File: src/rtl/fractal_sync_pkg.sv
// Shared types and sizing for the fractal sync port arbiter.
package fractal_sync_pkg;

  localparam int unsigned N_REQ = 4;
  localparam int unsigned LVL_W = 8;
  localparam int unsigned ID_W  = 8;
  localparam int unsigned SRC_W = $clog2(N_REQ);

  typedef struct packed {
    logic [LVL_W-1:0] level;
    logic [ID_W-1:0]  id;
    logic [SRC_W-1:0] src;
  } sync_req_t;

  typedef struct packed {
    logic [SRC_W-1:0] src;
    logic             error;
  } sync_rsp_t;

  typedef enum logic [1:0] {
    FREE = 2'd0,
    PEND = 2'd1,
    OUT  = 2'd2
  } req_state_e;

endpackage

File: src/rtl/fractal_sync_port_arb_if.sv
// Requester-side and network-side signals of the sync port arbiter.
interface fractal_sync_port_arb_if;
  import fractal_sync_pkg::*;

  logic [N_REQ-1:0]       req_valid_i;
  logic [N_REQ-1:0]       req_ready_o;
  logic [N_REQ*LVL_W-1:0] req_level_i;
  logic [N_REQ*ID_W-1:0]  req_id_i;
  logic [N_REQ-1:0]       rsp_valid_o;
  logic [N_REQ-1:0]       rsp_error_o;
  logic                   net_req_valid_o;
  logic                   net_req_ready_i;
  logic [LVL_W-1:0]       net_req_level_o;
  logic [ID_W-1:0]        net_req_id_o;
  logic [SRC_W-1:0]       net_req_src_o;
  logic                   net_rsp_valid_i;
  logic [SRC_W-1:0]       net_rsp_src_i;
  logic                   net_rsp_error_i;
  logic                   spurious_o;

  modport slave (
    input  req_valid_i, req_level_i, req_id_i, net_req_ready_i,
           net_rsp_valid_i, net_rsp_src_i, net_rsp_error_i,
    output req_ready_o, rsp_valid_o, rsp_error_o, net_req_valid_o,
           net_req_level_o, net_req_id_o, net_req_src_o, spurious_o
  );

  modport master (
    output req_valid_i, req_level_i, req_id_i, net_req_ready_i,
           net_rsp_valid_i, net_rsp_src_i, net_rsp_error_i,
    input  req_ready_o, rsp_valid_o, rsp_error_o, net_req_valid_o,
           net_req_level_o, net_req_id_o, net_req_src_o, spurious_o
  );

endinterface

File: src/rtl/fractal_sync_rr_arbiter.sv
// N-way round-robin arbiter: onehot grant from pointer, pointer moves past winner on grant.
module fractal_sync_rr_arbiter #(
  parameter int unsigned N = 4
) (
  input  logic                 clk_i,
  input  logic                 rst_ni,
  input  logic [N-1:0]         req_i,
  input  logic                 en_i,
  output logic [N-1:0]         gnt_o,
  output logic [$clog2(N)-1:0] gnt_idx_o,
  output logic                 gnt_any_o
);

  localparam int unsigned IDX_W = $clog2(N);

  logic [IDX_W-1:0] ptr_q, ptr_d;
  logic [IDX_W-1:0] idx;

  // First requester at or after the pointer, wrapping at N-1.
  always_comb begin
    gnt_o     = '0;
    gnt_idx_o = '0;
    gnt_any_o = 1'b0;
    idx       = '0;
    if (en_i) begin
      for (int unsigned off = 0; off < N; off++) begin
        idx = IDX_W'((32'(ptr_q) + off) % N);
        if (!gnt_any_o && req_i[idx]) begin
          gnt_o[idx] = 1'b1;
          gnt_idx_o  = idx;
          gnt_any_o  = 1'b1;
        end
      end
    end
  end

  assign ptr_d = gnt_any_o ? IDX_W'((32'(gnt_idx_o) + 1) % N) : ptr_q;

  always_ff @(posedge clk_i or negedge rst_ni) begin
    if (!rst_ni) ptr_q <= '0;
    else         ptr_q <= ptr_d;
  end

endmodule

File: src/rtl/fractal_sync_port_arb.sv
// Shares one fractal sync network port among N_REQ requesters: round-robin request
// forwarding with source tags, response routing, one outstanding sync per requester.
module fractal_sync_port_arb
  import fractal_sync_pkg::*;
(
  input  logic                    clk_i,
  input  logic                    rst_ni,
  fractal_sync_port_arb_if.slave  port_if
);

  req_state_e       state_q [N_REQ];
  req_state_e       state_d [N_REQ];
  sync_req_t        slot_q, slot_d;
  logic             slot_vld_q, slot_vld_d;
  logic [N_REQ-1:0] rsp_valid_q, rsp_valid_d;
  logic [N_REQ-1:0] rsp_error_q, rsp_error_d;
  logic             spurious_q, spurious_d;

  logic             slot_free;
  logic             net_hs;
  logic [N_REQ-1:0] eligible;
  logic [N_REQ-1:0] gnt;
  logic [SRC_W-1:0] gnt_idx;
  logic             gnt_any;
  logic [N_REQ-1:0] rsp_hit;
  sync_rsp_t        rsp;

  assign net_hs    = slot_vld_q & port_if.net_req_ready_i;
  assign slot_free = ~slot_vld_q | port_if.net_req_ready_i;
  assign rsp       = '{src: port_if.net_rsp_src_i, error: port_if.net_rsp_error_i};

  always_comb begin
    eligible = '0;
    rsp_hit  = '0;
    for (int unsigned i = 0; i < N_REQ; i++) begin
      eligible[i] = port_if.req_valid_i[i] & (state_q[i] == FREE);
      rsp_hit[i]  = port_if.net_rsp_valid_i & (rsp.src == SRC_W'(i)) & (state_q[i] == OUT);
    end
  end

  fractal_sync_rr_arbiter #(.N(N_REQ)) u_arb (
    .clk_i     (clk_i),
    .rst_ni    (rst_ni),
    .req_i     (eligible),
    .en_i      (slot_free),
    .gnt_o     (gnt),
    .gnt_idx_o (gnt_idx),
    .gnt_any_o (gnt_any)
  );

  // Slot load/handshake, per-requester state and response demux.
  always_comb begin
    state_d     = state_q;
    slot_d      = slot_q;
    slot_vld_d  = slot_vld_q & ~port_if.net_req_ready_i;
    rsp_valid_d = '0;
    rsp_error_d = '0;
    spurious_d  = port_if.net_rsp_valid_i & ~|rsp_hit;
    for (int unsigned i = 0; i < N_REQ; i++) begin
      if (rsp_hit[i]) begin
        state_d[i]     = FREE;
        rsp_valid_d[i] = 1'b1;
        rsp_error_d[i] = rsp.error;
      end
      if (net_hs && (slot_q.src == SRC_W'(i))) state_d[i] = OUT;
      if (gnt[i]) state_d[i] = PEND;
    end
    if (gnt_any) begin
      slot_d     = '{level: port_if.req_level_i[gnt_idx*LVL_W +: LVL_W],
                     id:    port_if.req_id_i[gnt_idx*ID_W +: ID_W],
                     src:   gnt_idx};
      slot_vld_d = 1'b1;
    end
  end

  always_ff @(posedge clk_i or negedge rst_ni) begin
    if (!rst_ni) begin
      for (int unsigned i = 0; i < N_REQ; i++) state_q[i] <= FREE;
      slot_q      <= '0;
      slot_vld_q  <= 1'b0;
      rsp_valid_q <= '0;
      rsp_error_q <= '0;
      spurious_q  <= 1'b0;
    end else begin
      state_q     <= state_d;
      slot_q      <= slot_d;
      slot_vld_q  <= slot_vld_d;
      rsp_valid_q <= rsp_valid_d;
      rsp_error_q <= rsp_error_d;
      spurious_q  <= spurious_d;
    end
  end

  assign port_if.req_ready_o     = gnt;
  assign port_if.net_req_valid_o = slot_vld_q;
  assign port_if.net_req_level_o = slot_q.level;
  assign port_if.net_req_id_o    = slot_q.id;
  assign port_if.net_req_src_o   = slot_q.src;
  assign port_if.rsp_valid_o     = rsp_valid_q;
  assign port_if.rsp_error_o     = rsp_error_q;
  assign port_if.spurious_o      = spurious_q;

endmodule

File: src/flat_wrapper.sv
// flat-port wrapper written by rule: the top's interface ports become plain ports
module fractal_sync_port_arb_flat import fractal_sync_pkg::*;
  (clk_i, rst_ni, port_if_req_valid_i, port_if_req_level_i, port_if_req_id_i, port_if_net_req_ready_i, port_if_net_rsp_valid_i, port_if_net_rsp_src_i, port_if_net_rsp_error_i, port_if_req_ready_o, port_if_rsp_valid_o, port_if_rsp_error_o, port_if_net_req_valid_o, port_if_net_req_level_o, port_if_net_req_id_o, port_if_net_req_src_o, port_if_spurious_o);
  fractal_sync_port_arb_if port_if_i ();
  input  logic clk_i;
  input  logic rst_ni;
  input wire logic [$bits(port_if_i.req_valid_i)-1:0] port_if_req_valid_i;
  input wire logic [$bits(port_if_i.req_level_i)-1:0] port_if_req_level_i;
  input wire logic [$bits(port_if_i.req_id_i)-1:0] port_if_req_id_i;
  input wire logic [$bits(port_if_i.net_req_ready_i)-1:0] port_if_net_req_ready_i;
  input wire logic [$bits(port_if_i.net_rsp_valid_i)-1:0] port_if_net_rsp_valid_i;
  input wire logic [$bits(port_if_i.net_rsp_src_i)-1:0] port_if_net_rsp_src_i;
  input wire logic [$bits(port_if_i.net_rsp_error_i)-1:0] port_if_net_rsp_error_i;
  output wire logic [$bits(port_if_i.req_ready_o)-1:0] port_if_req_ready_o;
  output wire logic [$bits(port_if_i.rsp_valid_o)-1:0] port_if_rsp_valid_o;
  output wire logic [$bits(port_if_i.rsp_error_o)-1:0] port_if_rsp_error_o;
  output wire logic [$bits(port_if_i.net_req_valid_o)-1:0] port_if_net_req_valid_o;
  output wire logic [$bits(port_if_i.net_req_level_o)-1:0] port_if_net_req_level_o;
  output wire logic [$bits(port_if_i.net_req_id_o)-1:0] port_if_net_req_id_o;
  output wire logic [$bits(port_if_i.net_req_src_o)-1:0] port_if_net_req_src_o;
  output wire logic [$bits(port_if_i.spurious_o)-1:0] port_if_spurious_o;
  assign port_if_i.req_valid_i = port_if_req_valid_i;
  assign port_if_i.req_level_i = port_if_req_level_i;
  assign port_if_i.req_id_i = port_if_req_id_i;
  assign port_if_i.net_req_ready_i = port_if_net_req_ready_i;
  assign port_if_i.net_rsp_valid_i = port_if_net_rsp_valid_i;
  assign port_if_i.net_rsp_src_i = port_if_net_rsp_src_i;
  assign port_if_i.net_rsp_error_i = port_if_net_rsp_error_i;
  assign port_if_req_ready_o = port_if_i.req_ready_o;
  assign port_if_rsp_valid_o = port_if_i.rsp_valid_o;
  assign port_if_rsp_error_o = port_if_i.rsp_error_o;
  assign port_if_net_req_valid_o = port_if_i.net_req_valid_o;
  assign port_if_net_req_level_o = port_if_i.net_req_level_o;
  assign port_if_net_req_id_o = port_if_i.net_req_id_o;
  assign port_if_net_req_src_o = port_if_i.net_req_src_o;
  assign port_if_spurious_o = port_if_i.spurious_o;
  fractal_sync_port_arb u_core (.clk_i(clk_i), .rst_ni(rst_ni), .port_if(port_if_i));
endmodule
File: config.mk
export PLATFORM = sky130hd
export DESIGN_NAME = fractal_sync_port_arb_flat
export DESIGN_NICKNAME = d
export VERILOG_FILES = /design/src/rtl/fractal_sync_pkg.sv /design/src/rtl/fractal_sync_port_arb_if.sv /design/src/rtl/fractal_sync_rr_arbiter.sv /design/src/rtl/fractal_sync_port_arb.sv /design/src/flat_wrapper.sv
export SDC_FILE = /design/constraint.sdc
export NUM_CORES = 1
export LEC_CHECK = 0
export CAP_MARGIN = 25
export CORE_ASPECT_RATIO = 1.75
export CORE_MARGIN = 4
export CORE_UTILIZATION = 46
export CTS_CLUSTER_DIAMETER = 40
export DETAILED_ROUTE_END_ITERATION = 12
export GPL_TIMING_DRIVEN = 1
export PLACE_DENSITY = 0.88
export SLEW_MARGIN = 30
export SYNTH_ARGS = -nofsm -noshare
export SYNTH_HDL_FRONTEND = slang
export SYNTH_SLANG_ARGS = --single-unit
export TNS_END_PERCENT = 1
File: constraint.sdc
create_clock -name clk_i -period 6.7 [get_ports clk_i]
set_input_delay 0.67 -clock clk_i [delete_from_list [all_inputs] [get_ports clk_i]]
set_output_delay 0.67 -clock clk_i [all_outputs]
set_load 0.03 [all_outputs]
Word-level counts from Yosys, hierarchy flattened

Index checks and enable logic that the tools add are counted.

Eq/ne operators: 10
Muxes and demuxes: 58
Magnitude comparators: 8
Shift-type cells: 2
Add/sub/neg operators: 4
Reductions and logical operators: 26
Bitwise operators: 21

Operators by type and width:

| operator                                                           | count |
|---|---|
| variable part select 32 x 6 -> 8 bit                               | 2 |
| 2-to-1 mux 2 bit                                                   | 17 |
| 2-to-1 mux 4 bit                                                   | 8 |
| 2-to-1 mux 1 bit                                                   | 25 |
| equality test 2 bit (second input constant)                        | 8 |
| AND 1 bit                                                          | 15 |
| zero test 2 bit                                                    | 6 |
| < comparator 2 x 3 -> 1 bit (second input constant)                | 4 |
| OR 4 bit                                                           | 3 |
| nonzero test 3 bit                                                 | 4 |
| logical AND 1 bit                                                  | 11 |
| binary-select mux 1 bit (select 2 bit)                             | 4 |
| demux 1 bit (select 2 bit)                                         | 4 |
| greater-or-equal comparator 2 x 1 -> 1 bit (second input constant) | 4 |
| adder 2 x 1 -> 2 bit (second input constant)                       | 2 |
| adder 2 bit (second input constant)                                | 2 |
| equality test 2 x 1 -> 1 bit (second input constant)               | 2 |
| zero test 1 bit                                                    | 4 |
| OR reduction 4 bit                                                 | 1 |
| NOT 1 bit                                                          | 2 |
| OR 1 bit                                                           | 1 |

Output and inout bits: 32
Bits in registers: 38
Input bits: 75

Longest topological paths before layout

Gate-level depths: netlist (run 1).

Word-level depth: 19
Gate-level depth with buffers: 13
Mapped depth without buffers: 9

Hierarchy

A second synthesis (run 1) with hierarchy kept.

Cells, all modules: 237
Area, all modules: 2478.6 um^2

By module, submodules not included:

| module                  | area each (um^2) | instances | cells each |
|---|---|---|---|
| fractal_sync_port_arb   | 1900.6           | 1         | 171 |
| fractal_sync_rr_arbiter | 578.1            | 1         | 66 |

Least setup slack after synthesis (run 1)

OpenSTA, ideal clock, no wires.

Path kind: input -> output
Start point: input port_if_req_valid_i[2]
End point: output port_if_req_ready_o[0]
Required time: 6.030 ns
Arrival: 2.483 ns
Cell stages on the path: 7
Setup slack: 3.547 ns
Path through: or3b_2 > mux4_2 > a211oi_4 > a22o_1 > mux2i_1 > a21oi_1 > buf_4

Word-level cells in the longest chain between the ends: 17
Elaborated cells on any way between the ends: 32
Those cells by class: mux (22); bitwise (4); reduce/logical (6)

Ends and longest elaborated chain:

| item                                   | RTL line                      | RTL |
|---|---|---|
| start: declaration                     | flat_wrapper.sv:7             | `input wire logic [$bits(port_if_i.req_valid_i)-1:0] port_if_req_valid_i;` |
| AND 1 bit (*)                          | fractal_sync_port_arb.sv:36   | `eligible[i] = port_if.req_valid_i[i] & (state_q[i] == FREE);` |
| binary-select mux 1 bit (select 2 bit) | fractal_sync_rr_arbiter.sv:28 | `if (!gnt_any_o && req_i[idx]) begin` |
| 2-to-1 mux 1 bit (implied by the code) | fractal_sync_rr_arbiter.sv:28 |  |
| 2-to-1 mux 1 bit                       | fractal_sync_rr_arbiter.sv:28 |  |
| 2-to-1 mux 1 bit                       | fractal_sync_rr_arbiter.sv:25 | `if (en_i) begin` |
| zero test 1 bit                        | fractal_sync_rr_arbiter.sv:28 |  |
| logical AND 1 bit                      | fractal_sync_rr_arbiter.sv:28 |  |
| 2-to-1 mux 1 bit                       | fractal_sync_rr_arbiter.sv:28 |  |
| 2-to-1 mux 1 bit                       | fractal_sync_rr_arbiter.sv:25 |  |
| zero test 1 bit                        | fractal_sync_rr_arbiter.sv:28 |  |
| logical AND 1 bit                      | fractal_sync_rr_arbiter.sv:28 |  |
| 2-to-1 mux 1 bit                       | fractal_sync_rr_arbiter.sv:28 |  |
| 2-to-1 mux 1 bit                       | fractal_sync_rr_arbiter.sv:25 |  |
| zero test 1 bit                        | fractal_sync_rr_arbiter.sv:28 |  |
| logical AND 1 bit                      | fractal_sync_rr_arbiter.sv:28 |  |
| 2-to-1 mux 4 bit (*)                   | fractal_sync_rr_arbiter.sv:28 |  |
| 2-to-1 mux 4 bit (*)                   | fractal_sync_rr_arbiter.sv:25 |  |
| end: declaration                       | flat_wrapper.sv:14            | `output wire logic [$bits(port_if_i.req_ready_o)-1:0] port_if_req_ready_o;` |

Mark *: on every way between the ends. The rest lies on a longest branch, timed or not. The select of a mux whose other input is x is not followed.

Final worst setup path (run 1)

Start point: register u_core.u_arb.ptr_q[0]
End point: output port_if_req_ready_o[3]

Word-level cells in the longest chain between the ends: 16
Elaborated cells on any way between the ends: 54
Those cells by class: add/sub (3); order compare (8); mux (30); bitwise (3); reduce/logical (10)

Ends and longest elaborated chain:

| item                                                                 | RTL line                      | RTL |
|---|---|---|
| start: declaration                                                   | fractal_sync_rr_arbiter.sv:16 | `logic [IDX_W-1:0] ptr_q, ptr_d;` |
| start signal: assignment                                             | fractal_sync_rr_arbiter.sv:41 | `else ptr_q <= ptr_d;` |
| branches (longest 14 deep; another with < comparator 2 x 3 -> 1 bit) | --                            |  |
| 2-to-1 mux 4 bit (*)                                                 | fractal_sync_rr_arbiter.sv:28 |  |
| 2-to-1 mux 4 bit (*)                                                 | fractal_sync_rr_arbiter.sv:25 |  |

Mark *: on every way between the ends. The select of a mux whose other input is x is not followed.

==> results.sh, run 1 <==
export IMPL_fin_cells=386
export IMPL_htree_num_levels=2
export IMPL_rsz0062_at_grt="no"
export IMPL_slew_headroom_pct=48.91
export IMPL_ios=107
export IMPL_p_per_area_mw_per_mm2=504.1
export IMPL_synth_edf_count=0
export IMPL_route_detailed_drc=0
export IMPL_die_width_um=63.21
export IMPL_drt_iter0_drc=64
export IMPL_fmax_ghz=0.2183
export IMPL_gr_usage_all_layers_pct=22.19
export IMPL_core_rowCount=34
export IMPL_cts_sink_count=38
export IMPL_dieArea_mm2=0.006613
export IMPL_die_h_um=104.6
export IMPL_syn2layout_area_growth_pct=44.82
export IMPL_clk_latency_ns=0.28
export IMPL_synth_nets=318
export IMPL_dp_hpwl_um=5935
export IMPL_clk_path_buf_depth=2
export IMPL_synthFlopType="dfrtp_1"
export IMPL_syn_inst=235
export IMPL_core_area_mm2=0.005062
export IMPL_worstSetupPathType="flip-flop to output pin"
export IMPL_setup_tns_ns=0
export IMPL_startpoint_type="flip-flop"
export IMPL_io_buffers=106
export IMPL_grt_ovfl_total=0
export IMPL_period_minus_slack_ns=4.581
export IMPL_post_route_util_pct=70.19
export IMPL_finalPower_mw=1.791
export IMPL_dr_total_vias=2285
export IMPL_cts_tree="done"
export IMPL_worstHoldPathType="input port to asynchronous set/reset pin"
export IMPL_start_util_pct=48.47
export IMPL_hold_buffers=0
export IMPL_ys_ff_latch=38
export IMPL_status="finished clean"
export IMPL_ys_warn_count=0
export IMPL_post_route_period_util_pct=68.38
export IMPL_dp_cells=378
export IMPL_via_per_inst=5.920
export IMPL_root_buffer="clkbuf_8"
export IMPL_seq_area_frac_synth_pct=38.76
export IMPL_ys_async_sr_fraction_pct=100.0
export IMPL_place_gp_congestion=0.9443
export IMPL_drv_cap=0
export IMPL_cp_data_arrival_time_ns=3.91
export IMPL_leakage_nw=1.578
export IMPL_end_kind="output pin"
export IMPL_wl_per_cell_um=19.20
export IMPL_numCtsBuffers=5
export IMPL_grt_pass1_vias=2410
export IMPL_antenna_found_initial=0
export IMPL_regToRegSetupSlack_ns=2.78
export IMPL_synth_top_cell_area_share_pct=38.76
export IMPL_final_nets=414
export IMPL_cts_setup_buffers=0
export IMPL_synth_largest_area_cell="dfrtp_1"
export IMPL_maxSlewViolCount=0
export IMPL_synth_area_top_cells="dfrtp_1 (39%), mux2i_1 (16%), nand2_1 (4.4%), o221ai_1 (4.3%), ha_1 (4.1%)"
export IMPL_crit_required_ns=6.03
export IMPL_setup_viol=0
export IMPL_ir_worst_vdd_uv=294.8
export IMPL_avgSynthCellArea_um2=10.44
export IMPL_final_antenna_net_count=0
export IMPL_grt_pass1_wl_um=11320
export IMPL_fin_skew_ns=0.002870
export IMPL_drt_first_pass_iters=4
export IMPL_post_cts_resized=0
export IMPL_synth_distinct_cells=45
export IMPL_grt_start_max_net_pins=39
export IMPL_antenna_cells=0
export IMPL_clkTransAtPathRegs_ns=0.08
export IMPL_syn_cell_area_mm2=0.002454
export IMPL_hold_viol=0
export IMPL_fin_ws_ns=2.119
export IMPL_wl_um=7411
export IMPL_worstPathMaxFanout=17
export IMPL_worstMarginPinSlew_ns=0.7664
export IMPL_pre_cts_ws_ns=2.338
export IMPL_drive_gt1_share_pct=7.530
==> where the power goes <==
group	internal, mW	switching (mW)
Clock	0.0828	0.0842
Combinational	0.520	0.676
Sequential	0.328	0.101
Total	0.930	0.861
==> path summary, 6_finish.rpt <==
kind                                                   startpoint                                 to  cells past startpoint
worst max-delay path                        u_core.u_arb.ptr_q[0]             port_if_req_ready_o[3]                      9
worst min-delay path                                       rst_ni                  u_core.state_q[4]                      1
worst max register to register              u_core.u_arb.ptr_q[0]     u_core.port_if.net_req_id_o[0]                      9
worst min register to register  u_core.port_if.net_req_level_o[5]  u_core.port_if.net_req_level_o[5]                      2
max in group asynchronous                                  rst_ni      u_core.port_if.rsp_valid_o[0]                      1
min in group clk_i              u_core.port_if.net_req_level_o[5]  u_core.port_if.net_req_level_o[5]                      2
==> critical path, stage by stage, from the launching register on <==
cell             delay [ns]
dfrtp_1                0.77
inv_1                  0.29
ha_1                   0.49
nor2b_1                0.19
a22o_1                 0.28
a211oi_4               0.37
a22o_1                 0.18
mux2i_1                0.06
a21oi_1                0.24
clkdlybuf4s50_1        0.74
==> sequential cells by signal, indices dropped and copies added (netlist names) <==
register                        flops
u_core.port_if.net_req_id_o         8
u_core.state_q                      8
u_core.port_if.net_req_valid_o      1
u_core.u_arb.ptr_q                  2
u_core.port_if.net_req_level_o      8
u_core.port_if.spurious_o           1
u_core.port_if.net_req_src_o        2
u_core.port_if.rsp_error_o          4
u_core.port_if.rsp_valid_o          4
==> cell type report <==
class,instances,area (µm²)
tap,54,67.56
fill,402,1509
inverter,3,11.26
timing repair buffer,107,1066
clock inverter,2,12.51
clock buffer,6,82.58
sequential,38,950.9
multi-input combinational,176,1363
==> cell usage in the layout, fill, tap and decap left out, drive strengths merged, types with 6 or more instances in the layout <==
cell type / n
ha: 8
dfrtp: 38
nand2: 30
mux2i: 38
clkdlybuf4s50: 105
o221ai: 16
clkbuf: 6
nor2: 10
a22o: 6
a21oi: 10
==> synth_stat cells, drive strengths merged, types with 2 or more instances <==
cell type	number
or3	2
dfrtp	38
or3b	4
nor2b	2
nand4	4
nor4	2
and2	4
nor3	3
a21o	4
o2111ai	2
nand3	3
nand2b	5
o221ai	16
buf	14
clkbuf	4
mux2i	38
nor3b	4
inv	3
nand2	30
a21oi	10
nor2	10
a22o	6
mux4	2
xnor2	2
o21ai	4
ha	8
==> routing by layer <==
layer	part of all wire [%]	vias up	GRT usage, %	wire length (µm)
met5	0	-	0	0
met4	6.8	0	15.92	504
met3	5.9	30	5.478	436
met2	55	102	41.87	4068
met1	32	1087	19.74	2401
li1	-	1066	-	-
==> through the flow <==
step                hold slack (ns)  cell area [µm²]
floorplan                    0.3744             2454
global placement             0.4712             3456
detailed placement           0.4775             3456
CTS                          0.4997             3551
global route                 0.3782             3553
finish                       0.3391             3553
==> kinds of logic (layout without fill, tap and decap cells) <==
group	count (synthesis)	count (layout)	share of synthesized area, %
AND/OR/NAND/NOR	77	77	16.17
AO/OA/AOI/OAI	49	49	16.68
multiplexers	40	40	17.34
flip-flops	38	38	38.76
buffers and inverters	21	118	6.272
adder cells (fa/ha/maj)	8	8	4.080
XOR/XNOR	2	2	0.7141
No activity file was read; power rests on OpenSTA's default activity.
==> run 2, diff against run 1 <==
Settings changed: CORE_UTILIZATION 46 to 38, PLACE_DENSITY 0.88 to 0.78.
Clock period 6.7 ns to 4.2 ns, I/O delays scaled along.
==> run 2 against run 1 <==
Combinational power is 64% higher. Clock power is 80% higher. Global-route usage is 2.7 points lower. Setup slack worse by 1.8 ns. Design area is 2.4% higher. Die area is 19% higher. First-iteration DRC count is 140% higher. Non-clock buffer count is 6 higher. Utilization is 12 points lower.
==> results.sh, run 2 (synthesized netlist as in run 1, its figures left out) <==
export IMPL_postPlaceCellArea_mm2=0.003533
export IMPL_place_gp_congestion=1.005
export IMPL_final_cell_mix="clkdlybuf4s50_1 (105), mux2i_1 (38), dfrtp_1 (38)"
export IMPL_antenna_cells=0
export IMPL_switching_share_pct=46.42
export IMPL_numCtsBuffers=5
export IMPL_power_internal_mw=1.563
export IMPL_end_kind="output pin"
export IMPL_worstMarginPinSlew_ns=0.8378
export IMPL_pre_cts_ws_ns=0.2962
export IMPL_root_buffer="clkbuf_8"
export IMPL_startpoint_type="input port"
export IMPL_drt_first_pass_iters=4
export IMPL_drv_cap=0
export IMPL_cp_data_arrival_time_ns=3.51
export IMPL_worstPathMaxFanout=6
export IMPL_p_switching_mw=1.355
export IMPL_cp_common_cell="clkdlybuf4s50_1"
export IMPL_regToRegStartpoint="u_core.u_arb.ptr_q[1]"
export IMPL_fin_skew_ns=0.01019
export IMPL_crit_required_ns=3.78
export IMPL_regToRegSetupSlack_ns=1.03
export IMPL_ir_worst_vdd_uv=407.6
export IMPL_setup_viol=0
export IMPL_wl_um=7179
export IMPL_crit_chain="clkdlybuf4s50_1 -> or3b_2 -> mux4_2 -> a211oi_4 -> a22o_1 -> mux2i_1 -> a21oi_1 -> clkdlybuf4s50_1"
export IMPL_start_util_pct=39.39
export IMPL_fmax_ghz=0.2547
export IMPL_drive_gt1_share_pct=8.580
export IMPL_clk_latency_ns=0.28
export IMPL_clkTransAtPathRegs_ns=0.08
export IMPL_nFillCells=572
export IMPL_setup_tns_ns=0
export IMPL_p_per_area_mw_per_mm2=801.8
export IMPL_worstReg2RegEnd="u_core.port_if.net_req_id_o[0]"
export IMPL_rsz0062_at_grt="no"
export IMPL_cp_slowest_cell="clkdlybuf4s50_1"
export IMPL_final_common_cell="clkdlybuf4s50_1"
export IMPL_htree_num_levels=2
export IMPL_grt_pass1_vias=2355
export IMPL_worstHoldPathType="input port to asynchronous set/reset pin"
export IMPL_post_cts_resized=0
export IMPL_dp_cells=410
export IMPL_core_area_mm2=0.006228
export IMPL_fin_cells=418
export IMPL_route_detailed_drc=0
export IMPL_hold_buffers=0
export IMPL_fin_ws_ns=0.2744
export IMPL_slew_headroom_pct=44.15
export IMPL_dr_total_vias=2275
export IMPL_pwr_share_comb_pct=67.5
export IMPL_final_antenna_net_count=0
export IMPL_status="finished clean"
export IMPL_antenna_found_initial=0
export IMPL_grt_start_max_net_pins=39
export IMPL_leakage_nw=1.612
export IMPL_die_h_um=114.3
export IMPL_drt_iter0_drc=155
export IMPL_wl_per_cell_um=17.17
export IMPL_core_rowCount=38
export IMPL_die_width_um=68.74
export IMPL_clk_path_buf_depth=2
export IMPL_worstSetupPathType="input port to output pin"
export IMPL_via_per_inst=5.443
export IMPL_period_minus_slack_ns=3.926
export IMPL_cpPeakStageDelay_ns=0.75
export IMPL_final_nets=420
export IMPL_gr_usage_all_layers_pct=19.50
export IMPL_clockPowerShare_pct=10.3
export IMPL_postLayoutCellArea_mm2=0.003640
export IMPL_cts_setup_buffers=0
export IMPL_hold_viol=0
export IMPL_grt_pass1_wl_um=11440
export IMPL_syn2layout_area_growth_pct=48.34
export IMPL_grt_ovfl_total=0
export IMPL_post_route_period_util_pct=93.47
export IMPL_ios=107
export IMPL_cts_sink_count=38
export IMPL_power_frac_seq_pct=22.2
export IMPL_cts_tree="done"
export IMPL_dieArea_mm2=0.007857
export IMPL_maxSlewViolCount=0
export IMPL_r2r_cells=10
export IMPL_dp_hpwl_um=5838
export IMPL_io_buffers=106
-- run 2: cell count changes in the layout (fill, tap and decap cells not counted) --
cell | before | now
buf_2 | 0 | 1
clkinvlp_4 | 1 | 0
clkbuf_1 | 0 | 2
bufinv_16 | 0 | 1
clkinv_2 | 1 | 0
clkbuf_8 | 6 | 5
buf_4 | 2 | 7
-- run 2: layout make-up --
class	count	area (µm²)	share of cell area (%)
clock buffer	7	76.32	2.097
tap	80	100.1	2.750
sequential	38	950.9	26.13
multi-input combinational	176	1363	37.44
timing repair buffer	113	1109	30.46
inverter	3	11.26	0.3094
clock inverter	1	30.03	0.8250
-- run 2: per-stage QoR --
step / utilization [%] / total power, mW / hold WS [ns]
6_report: 58.44 / 2.918 / 0.2279
5_1_grt: 58.44 / 3.132 / 0.2935
4_1_cts: 58.44 / 2.941 / 0.2560
3_5_place_dp: 56.73 / 2.639 / 0.4726
3_3_place_gp: 56.73 / 2.591 / 0.4718
2_1_floorplan: - / 2.137 / 0.1244
-- run 2: how the worst max path moves through the flow --
stage | depth (start not counted) | startpoint | to
2_1_floorplan | 13 | u_core.u_arb.ptr_q[0] | u_core.port_if.net_req_level_o[0]
3_3_place_gp | 8 | port_if_req_valid_i[2] | port_if_req_ready_o[0]
3_5_place_dp | 8 | port_if_req_valid_i[2] | port_if_req_ready_o[1]
4_1_cts | 8 | port_if_req_valid_i[2] | port_if_req_ready_o[1]
5_1_grt | 8 | port_if_req_valid_i[2] | port_if_req_ready_o[1]
6_report | 8 | port_if_req_valid_i[2] | port_if_req_ready_o[1]
-- run 2: power by group through the flow --
stage                     registers, mW  clock network (mW)  logic (mW)
after global routing              0.669               0.323        2.14
after CTS                         0.648               0.305        1.99
final                             0.647               0.301        1.97
after floorplan                   0.814                   0        1.32
after global placement            0.650                   0        1.94
after detailed placement          0.652                   0        1.99
-- run 2: critical path: cells and delay by family --
kind	cells	cell delay, ns
compound gates	3	0.74
simple gates	1	0.51
buf+inv	2	1.22
mux	2	0.60
-- run 2: layer usage --
metal	part of all wire, %	global-route usage [%]	wire length (µm)	vias up
met2	58	36.69	4197	84
li1	-	-	-	1066
met5	0	0	0	-
met1	33	19.26	2337	1108
met4	4.1	9.375	295	0
met3	4.9	3.635	350	17
